<file path="src/rtl/rv_p4_pkg.sv">
// rv_p4_pkg: CSR map and command FSM state type
// shared by the APB table port files.
package rv_p4_pkg;

   localparam int unsigned TBLP_CTRL      = 32'h000;
   localparam int unsigned TBLP_STATUS    = 32'h004;
   localparam int unsigned TBLP_INDEX     = 32'h008;
   localparam int unsigned TBLP_DATA_BASE = 32'h080;

   typedef enum logic [1:0] {
      TBLP_IDLE,
      TBLP_REQ,
      TBLP_WAIT
   } tblp_state_e;

   function automatic int unsigned tblp_word(
      input int unsigned off
   );
      return off >> 2;
   endfunction

endpackage

</file>
<file path="src/rtl/apb_tbl_port_if.sv">
// apb_tbl_port_if: APB3 slot plus table
// request/response signals for one table.
interface apb_tbl_port_if #(
   parameter int ADDR_W  = 12,
   parameter int ENTRY_W = 256,
   parameter int IDX_W   = 10
);
   logic               psel;
   logic               penable;
   logic               pwrite;
   logic [ADDR_W-1:0]  paddr;
   logic [31:0]        pwdata;
   logic [31:0]        prdata;
   logic               pready;
   logic               pslverr;

   logic               tbl_req_valid;
   logic               tbl_req_ready;
   logic               tbl_req_wr;
   logic [IDX_W-1:0]   tbl_req_idx;
   logic [ENTRY_W-1:0] tbl_req_wdata;
   logic               tbl_rsp_valid;
   logic [ENTRY_W-1:0] tbl_rsp_rdata;
   logic               tbl_rsp_err;

   modport slave (
      input  psel, penable, pwrite, paddr, pwdata,
      output prdata, pready, pslverr,
      output tbl_req_valid, tbl_req_wr,
      output tbl_req_idx, tbl_req_wdata,
      input  tbl_req_ready,
      input  tbl_rsp_valid, tbl_rsp_rdata,
      input  tbl_rsp_err
   );

   modport master (
      output psel, penable, pwrite, paddr, pwdata,
      input  prdata, pready, pslverr,
      input  tbl_req_valid, tbl_req_wr,
      input  tbl_req_idx, tbl_req_wdata,
      output tbl_req_ready,
      output tbl_rsp_valid, tbl_rsp_rdata,
      output tbl_rsp_err
   );

endinterface

</file>
<file path="src/rtl/apb_tbl_cmd_fsm.sv">
// apb_tbl_cmd_fsm: table command sequencer with
// request handshake and response timeout.
module apb_tbl_cmd_fsm
   import rv_p4_pkg::*;
#(
   parameter int ENTRY_W = 256,
   parameter int IDX_W   = 10,
   parameter int TIMEOUT = 1024
) (
   input  logic               clk,
   input  logic               rst,
   input  logic               start,
   input  logic               start_wr,
   input  logic [IDX_W-1:0]   start_idx,
   input  logic [ENTRY_W-1:0] start_wdata,
   input  logic               req_ready,
   input  logic               rsp_valid,
   input  logic               rsp_err,
   output logic               busy,
   output logic               req_valid,
   output logic               req_wr,
   output logic [IDX_W-1:0]   req_idx,
   output logic [ENTRY_W-1:0] req_wdata,
   output logic               done,
   output logic               done_err,
   output logic               load
);

   localparam int CW = $clog2(TIMEOUT + 1);

   tblp_state_e   state_q;
   tblp_state_e   state_d;
   logic [CW-1:0] cnt_q;
   logic [CW-1:0] cnt_d;

   always_ff @(posedge clk or posedge rst) begin
      if (rst) begin
         state_q <= TBLP_IDLE;
         cnt_q   <= '0;
      end else begin
         state_q <= state_d;
         cnt_q   <= cnt_d;
      end
   end

   // request fields are frozen for the whole command
   always_ff @(posedge clk or posedge rst) begin
      if (rst) begin
         req_wr    <= 1'b0;
         req_idx   <= '0;
         req_wdata <= '0;
      end else if (state_q == TBLP_IDLE && start) begin
         req_wr    <= start_wr;
         req_idx   <= start_idx;
         req_wdata <= start_wdata;
      end
   end

   always_comb begin
      state_d  = state_q;
      cnt_d    = cnt_q;
      done     = 1'b0;
      done_err = 1'b0;
      load     = 1'b0;
      unique case (state_q)
         TBLP_IDLE: begin
            if (start) begin
               state_d = TBLP_REQ;
            end
         end
         TBLP_REQ: begin
            if (req_ready) begin
               state_d = TBLP_WAIT;
               cnt_d   = '0;
            end
         end
         TBLP_WAIT: begin
            if (rsp_valid) begin
               state_d  = TBLP_IDLE;
               done     = 1'b1;
               done_err = rsp_err;
               load     = ~req_wr & ~rsp_err;
            end else if (cnt_q == CW'(TIMEOUT)) begin
               state_d  = TBLP_IDLE;
               done     = 1'b1;
               done_err = 1'b1;
            end else begin
               cnt_d = cnt_q + CW'(1);
            end
         end
         default: state_d = TBLP_IDLE;
      endcase
   end

   assign busy      = (state_q != TBLP_IDLE);
   assign req_valid = (state_q == TBLP_REQ);

endmodule

</file>
<file path="src/rtl/apb_tbl_port.sv">
// apb_tbl_port: APB3 CSR front end that stages a
// table entry and launches table read/write commands.
module apb_tbl_port
   import rv_p4_pkg::*;
#(
   parameter int ADDR_W  = 12,
   parameter int ENTRY_W = 256,
   parameter int IDX_W   = 10,
   parameter int TIMEOUT = 1024
) (
   input  logic           clk_ctrl,
   input  logic           rst_ctrl,
   apb_tbl_port_if.slave  bus
);

   localparam int NW = ENTRY_W / 32;
   localparam int AW = ADDR_W - 2;

   logic [AW-1:0]        waddr;
   logic                 acc1;
   logic                 commit;
   logic                 pready_q;
   logic                 pslverr_q;
   logic [31:0]          prdata_q;
   logic                 hit_ctrl;
   logic                 hit_stat;
   logic                 hit_idx;
   logic                 hit_data;
   logic [NW-1:0]        hit_word;
   logic [31:0]          drd;
   logic [31:0]          rdata;
   logic                 err_c;
   logic                 op_q;
   logic                 done_q;
   logic                 err_q;
   logic [IDX_W-1:0]     index_q;
   logic [NW-1:0][31:0]  data_q;
   logic                 busy;
   logic                 go;
   logic                 fsm_done;
   logic                 fsm_err;
   logic                 fsm_load;
   logic                 unused_ok;

   assign waddr     = bus.paddr[ADDR_W-1:2];
   assign unused_ok = ^bus.paddr[1:0];
   assign acc1      = bus.psel & bus.penable & ~pready_q;
   // error decision is taken in the first ACCESS cycle
   assign commit    = bus.psel & bus.penable & pready_q &
                      bus.pwrite & ~pslverr_q;
   assign go        = commit & hit_ctrl & bus.pwdata[0];

   assign hit_ctrl = waddr == AW'(tblp_word(TBLP_CTRL));
   assign hit_stat = waddr == AW'(tblp_word(TBLP_STATUS));
   assign hit_idx  = waddr == AW'(tblp_word(TBLP_INDEX));
   assign hit_data = |hit_word;

   always_comb begin
      hit_word = '0;
      drd      = '0;
      for (int i = 0; i < NW; i++) begin
         if (waddr == AW'(tblp_word(TBLP_DATA_BASE) + i)) begin
            hit_word[i] = 1'b1;
            drd         = data_q[i];
         end
      end
   end

   always_comb begin
      rdata = '0;
      unique case (1'b1)
         hit_ctrl: rdata = {30'b0, op_q, 1'b0};
         hit_stat: rdata = {29'b0, err_q, done_q, busy};
         hit_idx:  rdata = 32'(index_q);
         hit_data: rdata = drd;
         default:  rdata = '0;
      endcase
      err_c = ~(hit_ctrl | hit_stat | hit_idx | hit_data) |
              (bus.pwrite & busy & ~hit_stat);
   end

   always_ff @(posedge clk_ctrl or posedge rst_ctrl) begin
      if (rst_ctrl) begin
         pready_q  <= 1'b0;
         pslverr_q <= 1'b0;
         prdata_q  <= '0;
      end else begin
         pready_q  <= acc1;
         pslverr_q <= acc1 & err_c;
         prdata_q  <= (acc1 & ~err_c & ~bus.pwrite) ? rdata : '0;
      end
   end

   assign bus.pready  = pready_q;
   assign bus.pslverr = pslverr_q;
   assign bus.prdata  = prdata_q;

   always_ff @(posedge clk_ctrl or posedge rst_ctrl) begin
      if (rst_ctrl) begin
         op_q    <= 1'b0;
         index_q <= '0;
         data_q  <= '0;
         done_q  <= 1'b0;
         err_q   <= 1'b0;
      end else begin
         if (commit & hit_ctrl) op_q <= bus.pwdata[1];
         if (commit & hit_idx) index_q <= bus.pwdata[IDX_W-1:0];
         for (int i = 0; i < NW; i++) begin
            if (commit & hit_word[i]) data_q[i] <= bus.pwdata;
         end
         if (fsm_load) data_q <= bus.tbl_rsp_rdata;
         // hardware set beats a same-cycle W1C
         if (go) begin
            done_q <= 1'b0;
            err_q  <= 1'b0;
         end else if (fsm_done) begin
            done_q <= 1'b1;
            err_q  <= fsm_err;
         end else if (commit & hit_stat) begin
            if (bus.pwdata[1]) done_q <= 1'b0;
            if (bus.pwdata[2]) err_q  <= 1'b0;
         end
      end
   end

   apb_tbl_cmd_fsm #(
      .ENTRY_W (ENTRY_W),
      .IDX_W   (IDX_W),
      .TIMEOUT (TIMEOUT)
   ) u_fsm (
      .clk         (clk_ctrl),
      .rst         (rst_ctrl),
      .start       (go),
      .start_wr    (~bus.pwdata[1]),
      .start_idx   (index_q),
      .start_wdata (data_q),
      .req_ready   (bus.tbl_req_ready),
      .rsp_valid   (bus.tbl_rsp_valid),
      .rsp_err     (bus.tbl_rsp_err),
      .busy        (busy),
      .req_valid   (bus.tbl_req_valid),
      .req_wr      (bus.tbl_req_wr),
      .req_idx     (bus.tbl_req_idx),
      .req_wdata   (bus.tbl_req_wdata),
      .done        (fsm_done),
      .done_err    (fsm_err),
      .load        (fsm_load)
   );

endmodule

</file>
<file path="src/flat_wrapper.sv">
// flat-port wrapper written by rule: the top's interface ports become plain ports
module apb_tbl_port_flat import rv_p4_pkg::*;
#(
   parameter int ADDR_W  = 12,
   parameter int ENTRY_W = 256,
   parameter int IDX_W   = 10,
   parameter int TIMEOUT = 1024
)
  (clk_ctrl, rst_ctrl, bus_psel, bus_penable, bus_pwrite, bus_paddr, bus_pwdata, bus_prdata, bus_pready, bus_pslverr, bus_tbl_req_valid, bus_tbl_req_wr, bus_tbl_req_idx, bus_tbl_req_wdata, bus_tbl_req_ready, bus_tbl_rsp_valid, bus_tbl_rsp_rdata, bus_tbl_rsp_err);
  apb_tbl_port_if #(.ADDR_W(ADDR_W), .ENTRY_W(ENTRY_W), .IDX_W(IDX_W)) bus_i ();
  input  logic clk_ctrl;
  input  logic rst_ctrl;
  input wire logic [$bits(bus_i.psel)-1:0] bus_psel;
  input wire logic [$bits(bus_i.penable)-1:0] bus_penable;
  input wire logic [$bits(bus_i.pwrite)-1:0] bus_pwrite;
  input wire logic [$bits(bus_i.paddr)-1:0] bus_paddr;
  input wire logic [$bits(bus_i.pwdata)-1:0] bus_pwdata;
  output wire logic [$bits(bus_i.prdata)-1:0] bus_prdata;
  output wire logic [$bits(bus_i.pready)-1:0] bus_pready;
  output wire logic [$bits(bus_i.pslverr)-1:0] bus_pslverr;
  output wire logic [$bits(bus_i.tbl_req_valid)-1:0] bus_tbl_req_valid;
  output wire logic [$bits(bus_i.tbl_req_wr)-1:0] bus_tbl_req_wr;
  output wire logic [$bits(bus_i.tbl_req_idx)-1:0] bus_tbl_req_idx;
  output wire logic [$bits(bus_i.tbl_req_wdata)-1:0] bus_tbl_req_wdata;
  input wire logic [$bits(bus_i.tbl_req_ready)-1:0] bus_tbl_req_ready;
  input wire logic [$bits(bus_i.tbl_rsp_valid)-1:0] bus_tbl_rsp_valid;
  input wire logic [$bits(bus_i.tbl_rsp_rdata)-1:0] bus_tbl_rsp_rdata;
  input wire logic [$bits(bus_i.tbl_rsp_err)-1:0] bus_tbl_rsp_err;
  assign bus_i.psel = bus_psel;
  assign bus_i.penable = bus_penable;
  assign bus_i.pwrite = bus_pwrite;
  assign bus_i.paddr = bus_paddr;
  assign bus_i.pwdata = bus_pwdata;
  assign bus_prdata = bus_i.prdata;
  assign bus_pready = bus_i.pready;
  assign bus_pslverr = bus_i.pslverr;
  assign bus_tbl_req_valid = bus_i.tbl_req_valid;
  assign bus_tbl_req_wr = bus_i.tbl_req_wr;
  assign bus_tbl_req_idx = bus_i.tbl_req_idx;
  assign bus_tbl_req_wdata = bus_i.tbl_req_wdata;
  assign bus_i.tbl_req_ready = bus_tbl_req_ready;
  assign bus_i.tbl_rsp_valid = bus_tbl_rsp_valid;
  assign bus_i.tbl_rsp_rdata = bus_tbl_rsp_rdata;
  assign bus_i.tbl_rsp_err = bus_tbl_rsp_err;
  apb_tbl_port #(.ADDR_W(ADDR_W), .ENTRY_W(ENTRY_W), .IDX_W(IDX_W), .TIMEOUT(TIMEOUT)) u_core (.clk_ctrl(clk_ctrl), .rst_ctrl(rst_ctrl), .bus(bus_i));
endmodule
</file>
<file path="config.mk">
export PLATFORM = sky130hd
export DESIGN_NAME = apb_tbl_port_flat
export DESIGN_NICKNAME = d
export VERILOG_FILES = /design/src/rtl/rv_p4_pkg.sv /design/src/rtl/apb_tbl_port_if.sv /design/src/rtl/apb_tbl_cmd_fsm.sv /design/src/rtl/apb_tbl_port.sv /design/src/flat_wrapper.sv
export SDC_FILE = /design/constraint.sdc
export NUM_CORES = 1
export LEC_CHECK = 0
export ABC_CLOCK_PERIOD_IN_PS = 51700
export CAP_MARGIN = 15
export CORE_AREA = 5 5 236 238
export CTS_BUF_LIST = sky130_fd_sc_hd__clkbuf_4
export DETAILED_ROUTE_END_ITERATION = 12
export DIE_AREA = 0 0 241 243
export GPL_TIMING_DRIVEN = 0
export PLACE_DENSITY_LB_ADDON = 0.15
export SETUP_SLACK_MARGIN = 0.5
export SLEW_MARGIN = 0
export SYNTH_ARGS = -nofsm -noshare
export SYNTH_HDL_FRONTEND = slang
export SYNTH_SLANG_ARGS = --single-unit
</file>
<file path="constraint.sdc">
create_clock -name clk_ctrl -period 51.7 [get_ports clk_ctrl]
set_input_delay 10.34 -clock clk_ctrl [delete_from_list [all_inputs] [get_ports clk_ctrl]]
set_output_delay 10.34 -clock clk_ctrl [all_outputs]
set_load 0.03 [all_outputs]
</file>
**Word level (Yosys, flattened, before mapping)**

Index checks and enable logic that the tools add are counted.

- Flip-flop bits (word level): 583
- Input port bits: 308
- Output and inout port bits: 302
- Word-level logic and storage cells: 147

- Add/subtract/negate cells: 1
- Eq/ne operators: 18
- Multiplexer cells: 51
- Bitwise operators: 36
- Reductions and logical operators: 21

Operators by type and width:

| kind | number |
|---|---|
| two-way mux 32 bit | 17 |
| two-way mux 256 bit | 1 |
| one-hot mux 32 bit (4 select lines) | 1 |
| == test 10 x 6 -> 1 bit, second input constant | 8 |
| two-way mux 11 bit | 3 |
| AND 1 bit | 23 |
| two-way mux 1 bit | 23 |
| one-hot mux 11 bit (2 select lines) | 1 |
| nonzero test 2 bit | 10 |
| adder 11 x 1 -> 11 bit, second input constant | 1 |
| == test 11 bit, second input constant | 1 |
| == test 10 x 1 -> 1 bit, second input constant | 1 |
| == test 10 x 2 -> 1 bit, second input constant | 1 |
| zero test 10 bit | 1 |
| inverter 1 bit | 9 |
| nonzero test 3 bit | 3 |
| two-way mux 2 bit | 4 |
| OR reduction 8 bit | 1 |
| inequality test 2 bit, second input constant | 3 |
| one-hot mux 2 bit (3 select lines) | 1 |
| bitwise OR 1 bit | 4 |
| AND reduction 2 bit | 2 |
| AND reduction 4 bit | 1 |
| inequality test 3 bit, second input constant | 1 |
| other kinds (6) | 6 |

**Logic depth before layout (Yosys ltp)**

Gate-level depths: netlist of the first run.

- Depth after elaboration: 11
- Gate-level depth with buffers: 8
- Depth with buffers taken out: 6

**Modules after synthesis**

A second synthesis of the first run with hierarchy kept.

- Cell total of the unflattened synthesis: 2,292
- Area, all modules: 26,680.6 µm²

Modules (own cells, without submodules):

| module | times used | cells an instance | area an instance (µm²) | seq. area each (µm²) |
|---|---|---|---|---|
| apb_tbl_port | 1 | 1,639 | 15,969.1 | 7,582.3 |
| apb_tbl_cmd_fsm | 1 | 653 | 10,711.5 | 7,006.7 |

**Least setup slack after synthesis of the first run**

No wires, ideal clock.

- Path kind: in2reg
- Start point: input bus_paddr[5]
- End point: register u_core.data_q[100] in the netlist's numbering
- Library setup time: 0.125 ns
- Data arrival time: 12.363 ns
- Path slack: 39.212 ns
- Cell stages on the path: 7
- Path buffers: 3
- Cells stage by stage: or4_1 buf_2 or4_1 buf_2 o21ai_4 buf_6 mux2_2

- Longest elaborated chain between the ends: 4

RTL lines:

| item | line | RTL |
|---|---|---|
| start, declared | flat_wrapper.sv:16 | `input wire logic [$bits(bus_i.paddr)-1:0] bus_paddr;` |
| == test 10 x 6 -> 1 bit | apb_tbl_port.sv:62 | `if (waddr == AW'(tblp_word(TBLP_DATA_BASE) + i)) begin` |
| two-way mux 1 bit | apb_tbl_port.sv:62 |  |
| AND 1 bit | apb_tbl_port.sv:109 | `if (commit & hit_word[i]) data_q[i] <= bus.pwdata;` |
| nonzero test 2 bit (no line) | - |  |
| end signal, assigned by index | apb_tbl_port.sv:109 |  |
| end signal, assigned | apb_tbl_port.sv:111 | `if (fsm_load) data_q <= bus.tbl_rsp_rdata;` |
| end, declared | apb_tbl_port.sv:37 | `logic [NW-1:0][31:0] data_q;` |

Every way passes these cells.
A chain may end at the register's enable or synchronous reset.

**Worst setup path after layout of the first run**

- Start point: input bus_paddr[3]
- End point: register u_core.data_q[71] in the netlist's numbering

Same word-level chain as after synthesis.

==> summary.txt, run 1 <==
CTS tree: yes
Seq/Total Area, Yosys: 0.5555
Final WL: 115700 microns
Max transition margin: 0.1731
Setup crit start: bus_paddr[3]
Mapped Cells: 2135
IO buf count: 597
#FFs+latches synth: 583
Cell area after synthesis: 0.02626 sq mm
Fin. Hold Viols: 0
Number of buffers created by CTS: 158
Top cell type's share of synthesized area: 0.5555
Cells after DPL: 3434
Min Clock Period, post-route: 13.26 ns
CTS Buffer Depth: 3
CP delay by family, top: buffers and inverters
Placer congestion estimate: 0.9597
Via count: 23350
Post-placement cell area: 0.03326 sq mm
Final setup viols: 0
Worst clock skew: 0.03498 ns
Async set or reset register ratio after synthesis: 1.000
Post-cts sizing count: 0
Fin. max-slew vios: 0
Leak: 15.65 nW
Pwr dens: 26.46 mW/mm^2
Critical path endpoint: u_core.data_q[71]
TNS Setup: 0 ns
Layout cells sized above 1: 0.2529
FP Rows: 85
Layout fillers: 4148
Post-DP HPWL: 87960 microns
Final worst path period share: 0.2565
R2R Setup Slk: 47.93 ns
Worst-path clk slew: 0.06 ns
Worst path slowest cell: nand4_1
Critical Path Sink Type: register
Synth cell types: 60
Slew @ Worst Pin: 1.240 ns
Clk_lat worst skew: 1.04 ns
Largest net degree at the start of global routing: 130
Crit Path Max Fanout: 10
Crit path required time: 52.59 ns
Max-cap check violation count: 0
Post-CTS Setup Repair Bufs: 0
Worst VDD drop: 16.41 uV
Non-Filler Instances: 3707
Vias in the first global route: 24140
Htree depth: 4
Synth area leaders: dfrtp_1, mux2_2, o221a_2
Antenna-violating nets left: 0
WP data arrival: 14.15 ns
Nets@finish: 3210
Max Clock Freq: 75.40 MHz
Routed wire per std cell: 31.22 microns
Synth Area per Inst: 12.30 sq um
Core Area: 0.05339 sq mm
Die Span X: 241 microns
Crit-path max cell delay: 0.83 ns
Design area: 0.03521 sq mm
Root Buffer: clkbuf_4
Largest area contributor in the netlist: dfrtp_1
GR Util All Layers: 0.3865
Starting Density: 0.4919
Cts hold-fix bufs: 0
RSZ-0062 raised after global routing: false
DIE AREA: 0.05856 sq mm
Dominant synthesized flop cell: dfrtp_1
Clock Sink Count: 583
Drt drc: 0
Initial antenna violation count: 9
FF-to-FF path depth: 7
Critical Path Source Type: input pin
First-pass iteration count of the detailed router: 8
Vias per cell: 6.300
Number of enable flip-flop cells after synthesis: 0
Ordered list of cells on the worst path: clkdlybuf4s50_1 -> clkbuf_1 -> nor2b_1 -> clkbuf_1 -> buf_1 -> nand4_1 -> o211ai_1
Critical path type: in -> reg
Tightest Hold Check Type: reg -> reg
Grt ovf: 0
Boundary pin count: 610
Synthesized Nets: 2445
Most used cell, CP: clkbuf_1
Stages on worst setup path: 7
First-pass GRT wire length: 164700 microns
Worst R2R End: u_core.data_q[27]
Status: completed
Die Y: 243 microns
Min Hold Slack: 0.5034 ns
R2R Path Start: u_core.u_fsm.state_q[0]
Synthesis-to-layout area growth: 34.09%
Initial DRC Count: 2523
Buf/Inv on CP: 4
Synth warn: 0
==> power by group <==
part | leakage (nW) | total (mW) | switching (mW) | internal [mW]
Combinational | 6.35 | 0.0639 | 0.0370 | 0.0268
Sequential | 8.13 | 0.458 | 0.00101 | 0.457
Clock | 1.16 | 0.409 | 0.196 | 0.214
Total | 15.6 | 0.932 | 0.234 | 0.698
==> cell families (layout without fill, tap and decap cells) <==
family / after synthesis / in the layout / synth area share
xor+xnor: 1 / 1 / 0.0003336
compound gates: 500 / 500 / 0.1385
buf+inv: 221 / 1083 / 0.03364
fa+ha+maj: 2 / 2 / 0.0009527
flops: 583 / 583 / 0.5555
simple gates: 393 / 393 / 0.07451
mux: 435 / 435 / 0.1966
other cells: 0 / 14 / 0
==> registers in the layout, summed over array words and instances (netlist names) <==
name,flops
u_core.u_fsm.cnt_q,11
u_core.err_q,1
u_core.index_q,10
u_core.data_q,256
u_core.bus.pslverr,1
u_core.u_fsm.req_wdata,256
u_core.u_fsm.req_idx,10
u_core.op_q,1
u_core.bus.prdata,32
u_core.done_q,1
u_core.u_fsm.req_wr,1
u_core.bus.pready,1
u_core.u_fsm.state_q,2
==> metrics by stage <==
step	util	setup slack [ns]	power, mW
after CTS	0.6585	38.43	0.9323
final	0.6596	38.44	0.9316
after global routing	0.6594	38.39	0.9624
after global placement	0.6201	18.53	0.5282
after floorplan	-	25.05	0.4863
after detailed placement	0.6230	37.34	0.5291
==> worst register-to-register path, cell delays in order, from the launching register on <==
cell and delay, ns:
dfrtp_1 0.46, nand4bb_1 0.47, nor2_1 0.66, clkbuf_1 0.45
clkbuf_1 0.59, buf_1 0.74, nand2_1 0.14, o211ai_1 0.14
==> routing by layer <==
metal | vias to the layer above | GRT usage | share of wire
li1 | 9634 | - | -
met1 | 11820 | 0.4900 | 0.38
met2 | 1577 | 0.5983 | 0.46
met3 | 325 | 0.1341 | 0.11
met4 | 2 | 0.1791 | 0.049
met5 | - | 0 | 0.000095
==> cell usage in the layout (no fill, tap or decap), types with 49 or more instances in the layout <==
cell	count
a211oi_1	49
a21oi_1	64
a31oi_1	78
clkbuf_1	164
clkbuf_4	241
clkdlybuf4s50_1	597
dfrtp_1	583
mux2_2	346
mux2i_1	59
nand2_1	159
o21ai_0	105
o221a_2	96
or3_1	100
==> synth_stat cells, drive strengths merged (2+ instances only) <==
| master | instances |
|---|---|
| dfrtp | 583 |
| mux2 | 346 |
| clkbuf | 164 |
| nand2 | 159 |
| o21ai | 112 |
| or3 | 100 |
| o221a | 96 |
| a31oi | 78 |
| a21oi | 64 |
| mux2i | 59 |
| a211oi | 49 |
| nor2 | 48 |
| o211ai | 39 |
| mux4 | 30 |
| buf | 28 |
| inv | 28 |
| nand3 | 25 |
| nand4 | 16 |
| o221ai | 13 |
| o2bb2ai | 9 |
| a221oi | 8 |
| o22ai | 8 |
| nor2b | 7 |
| a22oi | 6 |
| nor4 | 6 |
| a22o | 5 |
| and2 | 5 |
| and3 | 5 |
| nand2b | 5 |
| o31ai | 5 |
| or4 | 3 |
| ha | 2 |
| nor4bb | 2 |
| o41ai | 2 |
| or2 | 2 |
==> area by class of cell <==
class                           instances  area [sq um]  area share
Sequential cell                       583         14590      0.4143
Clock inverter                         16         87.58    0.002487
Timing Repair Buffer                  605          6136      0.1742
Antenna cell                           14         35.03   0.0009949
Inverter                               29         116.4    0.003304
Multi-Input combinational cell       1331         10800      0.3066
Clock buffer                          241          1809     0.05138
Buffer                                192         774.5     0.02199
Tap cell                              696         870.8     0.02473
==> worst min path at each step <==
stage          cells after the start                         from                     endpoint  slack (ns)
2_1_floorplan                      1            u_core.index_q[3]         u_core.bus.prdata[3]        0.47
3_3_place_gp                       1  u_core.u_fsm.req_wdata[146]  u_core.u_fsm.req_wdata[146]        0.49
3_5_place_dp                       1  u_core.u_fsm.req_wdata[146]  u_core.u_fsm.req_wdata[146]        0.49
4_1_cts                            1  u_core.u_fsm.req_wdata[250]  u_core.u_fsm.req_wdata[250]        0.50
5_1_grt                            1  u_core.u_fsm.req_wdata[159]  u_core.u_fsm.req_wdata[159]        0.52
6_report                           1  u_core.u_fsm.req_wdata[227]  u_core.u_fsm.req_wdata[227]        0.50
Power figures use the tool's default switching activity.
==> run 2, diff against run 1 <==
--- a/config.mk
+++ b/config.mk
@@ -5,12 +5,12 @@
 export SDC_FILE = /design/constraint.sdc
 export NUM_CORES = 1
 export LEC_CHECK = 0
-export ABC_CLOCK_PERIOD_IN_PS = 51700
+export ABC_CLOCK_PERIOD_IN_PS = 11640
 export CAP_MARGIN = 15
-export CORE_AREA = 5 5 236 238
+export CORE_MARGIN = 5
+export CORE_UTILIZATION = 47
 export CTS_BUF_LIST = sky130_fd_sc_hd__clkbuf_4
 export DETAILED_ROUTE_END_ITERATION = 12
-export DIE_AREA = 0 0 241 243
 export GPL_TIMING_DRIVEN = 0
 export PLACE_DENSITY_LB_ADDON = 0.15
 export SETUP_SLACK_MARGIN = 0.5
==> constraint.sdc (replaced) <==
create_clock -name clk_ctrl -period 11.64 [get_ports clk_ctrl]
set_input_delay 2.328 -clock clk_ctrl [delete_from_list [all_inputs] [get_ports clk_ctrl]]
set_output_delay 2.328 -clock clk_ctrl [all_outputs]
set_load 0.03 [all_outputs]
==> run 2 against run 1 <==
Against the previous run: count of clock-buffer cells in the layout down 10; critical path type unchanged; critical path depth unchanged; non-clock buffer count is 10 higher; cell count increased by 2.1%; combinational power rose to 4.6 times the previous value; global-route usage fell by 0.46 points; highest routed layer unchanged; die area rose by 3.7%; via count is 1.1% higher; largest power group unchanged; sequential power rose to 4.4 times the previous value.
==> summary.txt, run 2 (synthesis results as in run 1) <==
Status: completed
Max transition margin: 0.1300
RSZ-0062 raised after global routing: false
Starting Density: 0.4757
Ordered list of cells on the worst path: clkdlybuf4s50_1 -> clkbuf_1 -> buf_1 -> clkbuf_1 -> clkbuf_1 -> o221ai_1 -> a21oi_1
Crit path required time: 12.56 ns
Critical Path Source Type: input pin
Max Clock Freq: 184.0 MHz
Drt drc: 0
Design area: 0.03553 sq mm
Most frequent cells in the layout: clkdlybuf4s50_1, dfrtp_1, mux2_2, clkbuf_4, clkbuf_1
Number of buffers created by CTS: 160
CTS tree: yes
Antenna-violating nets left: 0
Boundary pin count: 610
Root Buffer: clkbuf_4
WP data arrival: 6.35 ns
CTS Buffer Depth: 3
Clock Sink Count: 583
Die Span X: 246.4 microns
Min Clock Period, post-route: 5.436 ns
Final setup viols: 0
Post-CTS Setup Repair Bufs: 0
Synthesis-to-layout area growth: 35.29%
Final WL: 118700 microns
Routed wire per std cell: 31.34 microns
Initial antenna violation count: 13
Largest net degree at the start of global routing: 43
Worst clock skew: 0.03496 ns
Worst-path clk slew: 0.06 ns
Leak: 15.75 nW
Total power: 4.214 mW
GR Util All Layers: 0.3819
Layout cells sized above 1: 0.2512
Initial DRC Count: 2680
Layout fillers: 4446
IO buf count: 597
Die Y: 246.4 microns
Worst path slowest cell: buf_1
Placer congestion estimate: 0.9464
Crit Path Max Fanout: 10
Fin. max-slew vios: 0
Nets@finish: 3222
Crit-path max cell delay: 1.02 ns
Tightest Hold Check Type: reg -> reg
Grt ovf: 0
Clk_lat worst skew: 1.02 ns
Most used cell, CP: clkbuf_1
Critical path type: in -> reg
Slew @ Worst Pin: 1.305 ns
DIE AREA: 0.06070 sq mm
Post-DP HPWL: 90920 microns
Critical Path Sink Type: register
Post-cts sizing count: 0
Min Hold Slack: 0.5046 ns
Vias in the first global route: 24080
Htree depth: 4
Pwr dens: 118.6 mW/mm^2
First-pass iteration count of the detailed router: 6
FP Rows: 86
Fin. Hold Viols: 0
Via count: 23600
Max-cap check violation count: 0
First-pass GRT wire length: 167200 microns
Cts hold-fix bufs: 0
Vias per cell: 6.234
Post-placement cell area: 0.03350 sq mm
Core Area: 0.05520 sq mm
Final worst path period share: 0.4670
Most common cell after layout, fill and taps aside: clkdlybuf4s50_1
Worst VDD drop: 99.42 uV
==> run 2: power breakdown <==
group	internal (mW)	total (mW)	switching [mW]
clock	0.972	1.89	0.913
sequential	2.03	2.03	0.00437
combinational	0.125	0.294	0.169
==> run 2: layout make-up <==
| cell class | count | area (sq um) | area share |
|---|---|---|---|
| clock inverters | 45 | 251.5 | 0.007079 |
| inverters | 29 | 112.6 | 0.003170 |
| multi-input cells | 1331 | 10790 | 0.3037 |
| clock buffers | 231 | 1734 | 0.04881 |
| plain buffers | 192 | 774.5 | 0.02180 |
| diodes | 12 | 30.03 | 0.0008452 |
| flip-flops and latches | 583 | 14590 | 0.4106 |
| repair buffers | 615 | 6311 | 0.1776 |
| well taps | 748 | 935.9 | 0.02634 |
==> run 2: worst max-delay path, delay by kind of cell <==
family | cells | cell delay, ns
buffers and inverters | 5 | 3.45
AO/OA/AOI/OAI | 2 | 0.54
==> run 2: layer usage <==
metal,track usage,vias up,share of wire
met4,0.1449,6,0.035
met2,0.6057,1668,0.47
met5,0,-,0.00035
met3,0.1273,287,0.11
li1,-,9656,-
met1,0.4908,11990,0.38
==> run 2: per-stage QoR <==
| step | util | TNS [ns] | std cells | setup WS [ns] |
|---|---|---|---|---|
| global placement | 0.6010 | -1279.07 | 3480 | -2.245 |
| finish | 0.6436 | 0 | 3786 | 6.204 |
| detailed placement | 0.6068 | 0 | 3497 | 5.472 |
| global route | 0.6434 | 0 | 3781 | 6.373 |
| floorplan | - | 0 | 2135 | 1.367 |
| CTS | 0.6428 | 0 | 3773 | 6.551 |
==> run 2: worst paths after layout <==
kind / from / endpoint / slack [ns] / cells after the start
setup / recovery: bus_paddr[3] / u_core.bus.prdata[14] / 6.20 / 7
hold / removal: u_core.op_q / u_core.op_q / 0.50 / 1
setup reg to reg: u_core.u_fsm.state_q[0] / u_core.data_q[70] / 7.87 / 7
hold reg to reg: u_core.op_q / u_core.op_q / 0.50 / 1
max in group asynchronous: rst_ctrl / u_core.u_fsm.req_wdata[112] / 8.02 / 7
min in group asynchronous: rst_ctrl / u_core.data_q[137] / 1.84 / 2
==> run 3, diff against run 2 <==
--- a/config.mk
+++ b/config.mk
@@ -5,10 +5,10 @@
 export SDC_FILE = /design/constraint.sdc
 export NUM_CORES = 1
 export LEC_CHECK = 0
-export ABC_CLOCK_PERIOD_IN_PS = 11640
+export ABC_CLOCK_PERIOD_IN_PS = 5500
 export CAP_MARGIN = 15
 export CORE_MARGIN = 5
-export CORE_UTILIZATION = 47
+export CORE_UTILIZATION = 52
 export CTS_BUF_LIST = sky130_fd_sc_hd__clkbuf_4
 export DETAILED_ROUTE_END_ITERATION = 12
 export GPL_TIMING_DRIVEN = 0
==> constraint.sdc (replaced) <==
create_clock -name clk_ctrl -period 5.5 [get_ports clk_ctrl]
set_input_delay 1.1 -clock clk_ctrl [delete_from_list [all_inputs] [get_ports clk_ctrl]]
set_output_delay 1.1 -clock clk_ctrl [all_outputs]
set_load 0.03 [all_outputs]
==> run 3 against run 2 <==
Against the previous run: routed wire length decreased by 0.80%; critical path depth unchanged; largest cell class unchanged; global-route usage grew 3.3 points; die area down 9.2%; via count is 1.2% higher; cell count decreased by 2.4%; sequential share of layout area rose by 0.15 points; register-to-register slack worse by 6.1 ns; worst hold slack worse by 0.069 ns.
==> summary.txt, run 3 (synthesis results as in run 1) <==
Status: completed
Met1 Wirelength: 42740 microns
CTS Buffer Depth: 3
Synthesis-to-layout area growth: 34.80%
Most common cell after layout, fill and taps aside: clkdlybuf4s50_1
Min Clock Period, post-route: 4.135 ns
Htree depth: 4
Cts hold-fix bufs: 0
Vias per cell: 6.461
Critical Path Sink Type: register
Initial DRC Count: 3020
Pwr dens: 249.7 mW/mm^2
Tightest Hold Check Type: in -> async
Fin. Hold Viols: 0
Max transition margin: 0.1025
Layout fillers: 3690
Clock Sink Count: 583
Core Area: 0.05007 sq mm
Ordered list of cells on the worst path: clkdlybuf4s50_1 -> clkbuf_1 -> buf_1 -> clkbuf_1 -> clkbuf_1 -> o221ai_1 -> a21oi_1
Final worst path period share: 0.7518
Most frequent cells in the layout: clkdlybuf4s50_1, dfrtp_1, mux2_2, clkbuf_4, clkbuf_1
Top layer in use: met5
Final Util: 0.7071
Met3 wire len: 14330 microns
Drt drc: 0
DIE AREA: 0.05510 sq mm
Number of buffers created by CTS: 153
Root Buffer: clkbuf_4
Routed wire per std cell: 31.84 microns
Largest net degree at the start of global routing: 46
CTS tree: yes
Antenna-violating nets left: 0
Die Span X: 234.7 microns
IO buf count: 597
Post-CTS Setup Repair Bufs: 0
Die Y: 234.7 microns
Post-cts sizing count: 0
Worst-path clk slew: 0.07 ns
Min Hold Slack: 0.4356 ns
First-pass GRT wire length: 169100 microns
Post-DP HPWL: 89360 microns
WP data arrival: 5.06 ns
Slew @ Worst Pin: 1.346 ns
R2R Setup Slk: 1.73 ns
RSZ-0062 raised after global routing: false
Boundary pin count: 610
GR Util All Layers: 0.4152
Crit-path max cell delay: 1.05 ns
Fin. max-slew vios: 0
Critical path type: in -> reg
Vias in the first global route: 24310
Via count: 23890
Max-cap check violation count: 0
Layout cells sized above 1: 0.2509
Clk_lat worst skew: 1.05 ns
Critical Path Source Type: input pin
Starting Density: 0.5245
Placer congestion estimate: 0.9537
Most used cell, CP: clkbuf_1
Final setup viols: 0
Worst path slowest cell: buf_1
Grt ovf: 0
Max Clock Freq: 241.8 MHz
Nets@finish: 3218
Initial antenna violation count: 11
Crit Path Max Fanout: 10
First-pass iteration count of the detailed router: 8
Leak: 15.73 nW
FP Rows: 82
Final WL: 117700 microns
DR WL met2: 55100 microns
Worst VDD drop: 172.3 uV
Worst clock skew: 0.04182 ns
Crit path required time: 6.43 ns
-- run 3: cell count changes in the layout (fill, tap and decap cells not counted), moves of 3 or more --
cell	previous run	this run
clkinv_1	37	31
clkinvlp_4	1	4
clkbuf_4	231	217
diode_2	12	8
inv_2	3	8
-- run 3: cell type report --
class	count	area, sq um	area share
Antenna cell	8	20.02	0.0005655
Buffer	192	774.5	0.02188
Clock buffer	216	1622	0.04580
Clock inverter	48	300.3	0.008482
Inverter	29	112.6	0.003181
Multi-Input combinational cell	1331	10790	0.3048
Sequential cell	583	14590	0.4121
Tap cell	672	840.8	0.02375
Timing Repair Buffer	618	6354	0.1795
-- run 3: worst max-delay path, delay by kind of cell --
| family | cells | cell delay (ns) |
|---|---|---|
| buf+inv | 5 | 3.43 |
| compound gates | 2 | 0.52 |
-- run 3: final timing paths --
check,to,startpoint,cells after the start
worst max-delay path,u_core.bus.prdata[23],bus_paddr[3],7
worst min-delay path,u_core.data_q[196],rst_ctrl,2
worst max register to register,u_core.data_q[92],u_core.u_fsm.state_q[0],7
worst min register to register,u_core.u_fsm.req_wdata[229],u_core.u_fsm.req_wdata[229],1
max in group asynchronous,u_core.u_fsm.req_wdata[112],rst_ctrl,7
min in group clk_ctrl,u_core.u_fsm.req_wdata[229],u_core.u_fsm.req_wdata[229],1
-- run 3: where the power goes --
| group | internal [mW] | switching [mW] | total, mW |
|---|---|---|---|
| logic | 0.267 | 0.358 | 0.624 |
| clock network | 1.99 | 1.92 | 3.91 |
| registers | 4.30 | 0.00946 | 4.31 |
| total | 6.56 | 2.28 | 8.84 |
-- run 3: through the flow --
step	power, mW	setup WS (ns)	setup TNS, ns	area (sq um)	instances
2_1_floorplan	4.573	-3.545	-2066.99	26270	2135
3_3_place_gp	4.969	-7.020	-4059.44	33080	3404
3_5_place_dp	4.992	0.5596	0	33420	3422
4_1_cts	8.827	1.671	0	35340	3686
5_1_grt	9.104	1.457	0	35400	3696
6_report	8.840	1.365	0	35400	3697
-- run 3: per-layer routing --
layer / vias up / GRT usage
met4: 4 / 0.1778
met3: 373 / 0.1557
met1: 11990 / 0.5199
met5: - / 0
met2: 1882 / 0.6526
li1: 9639 / -
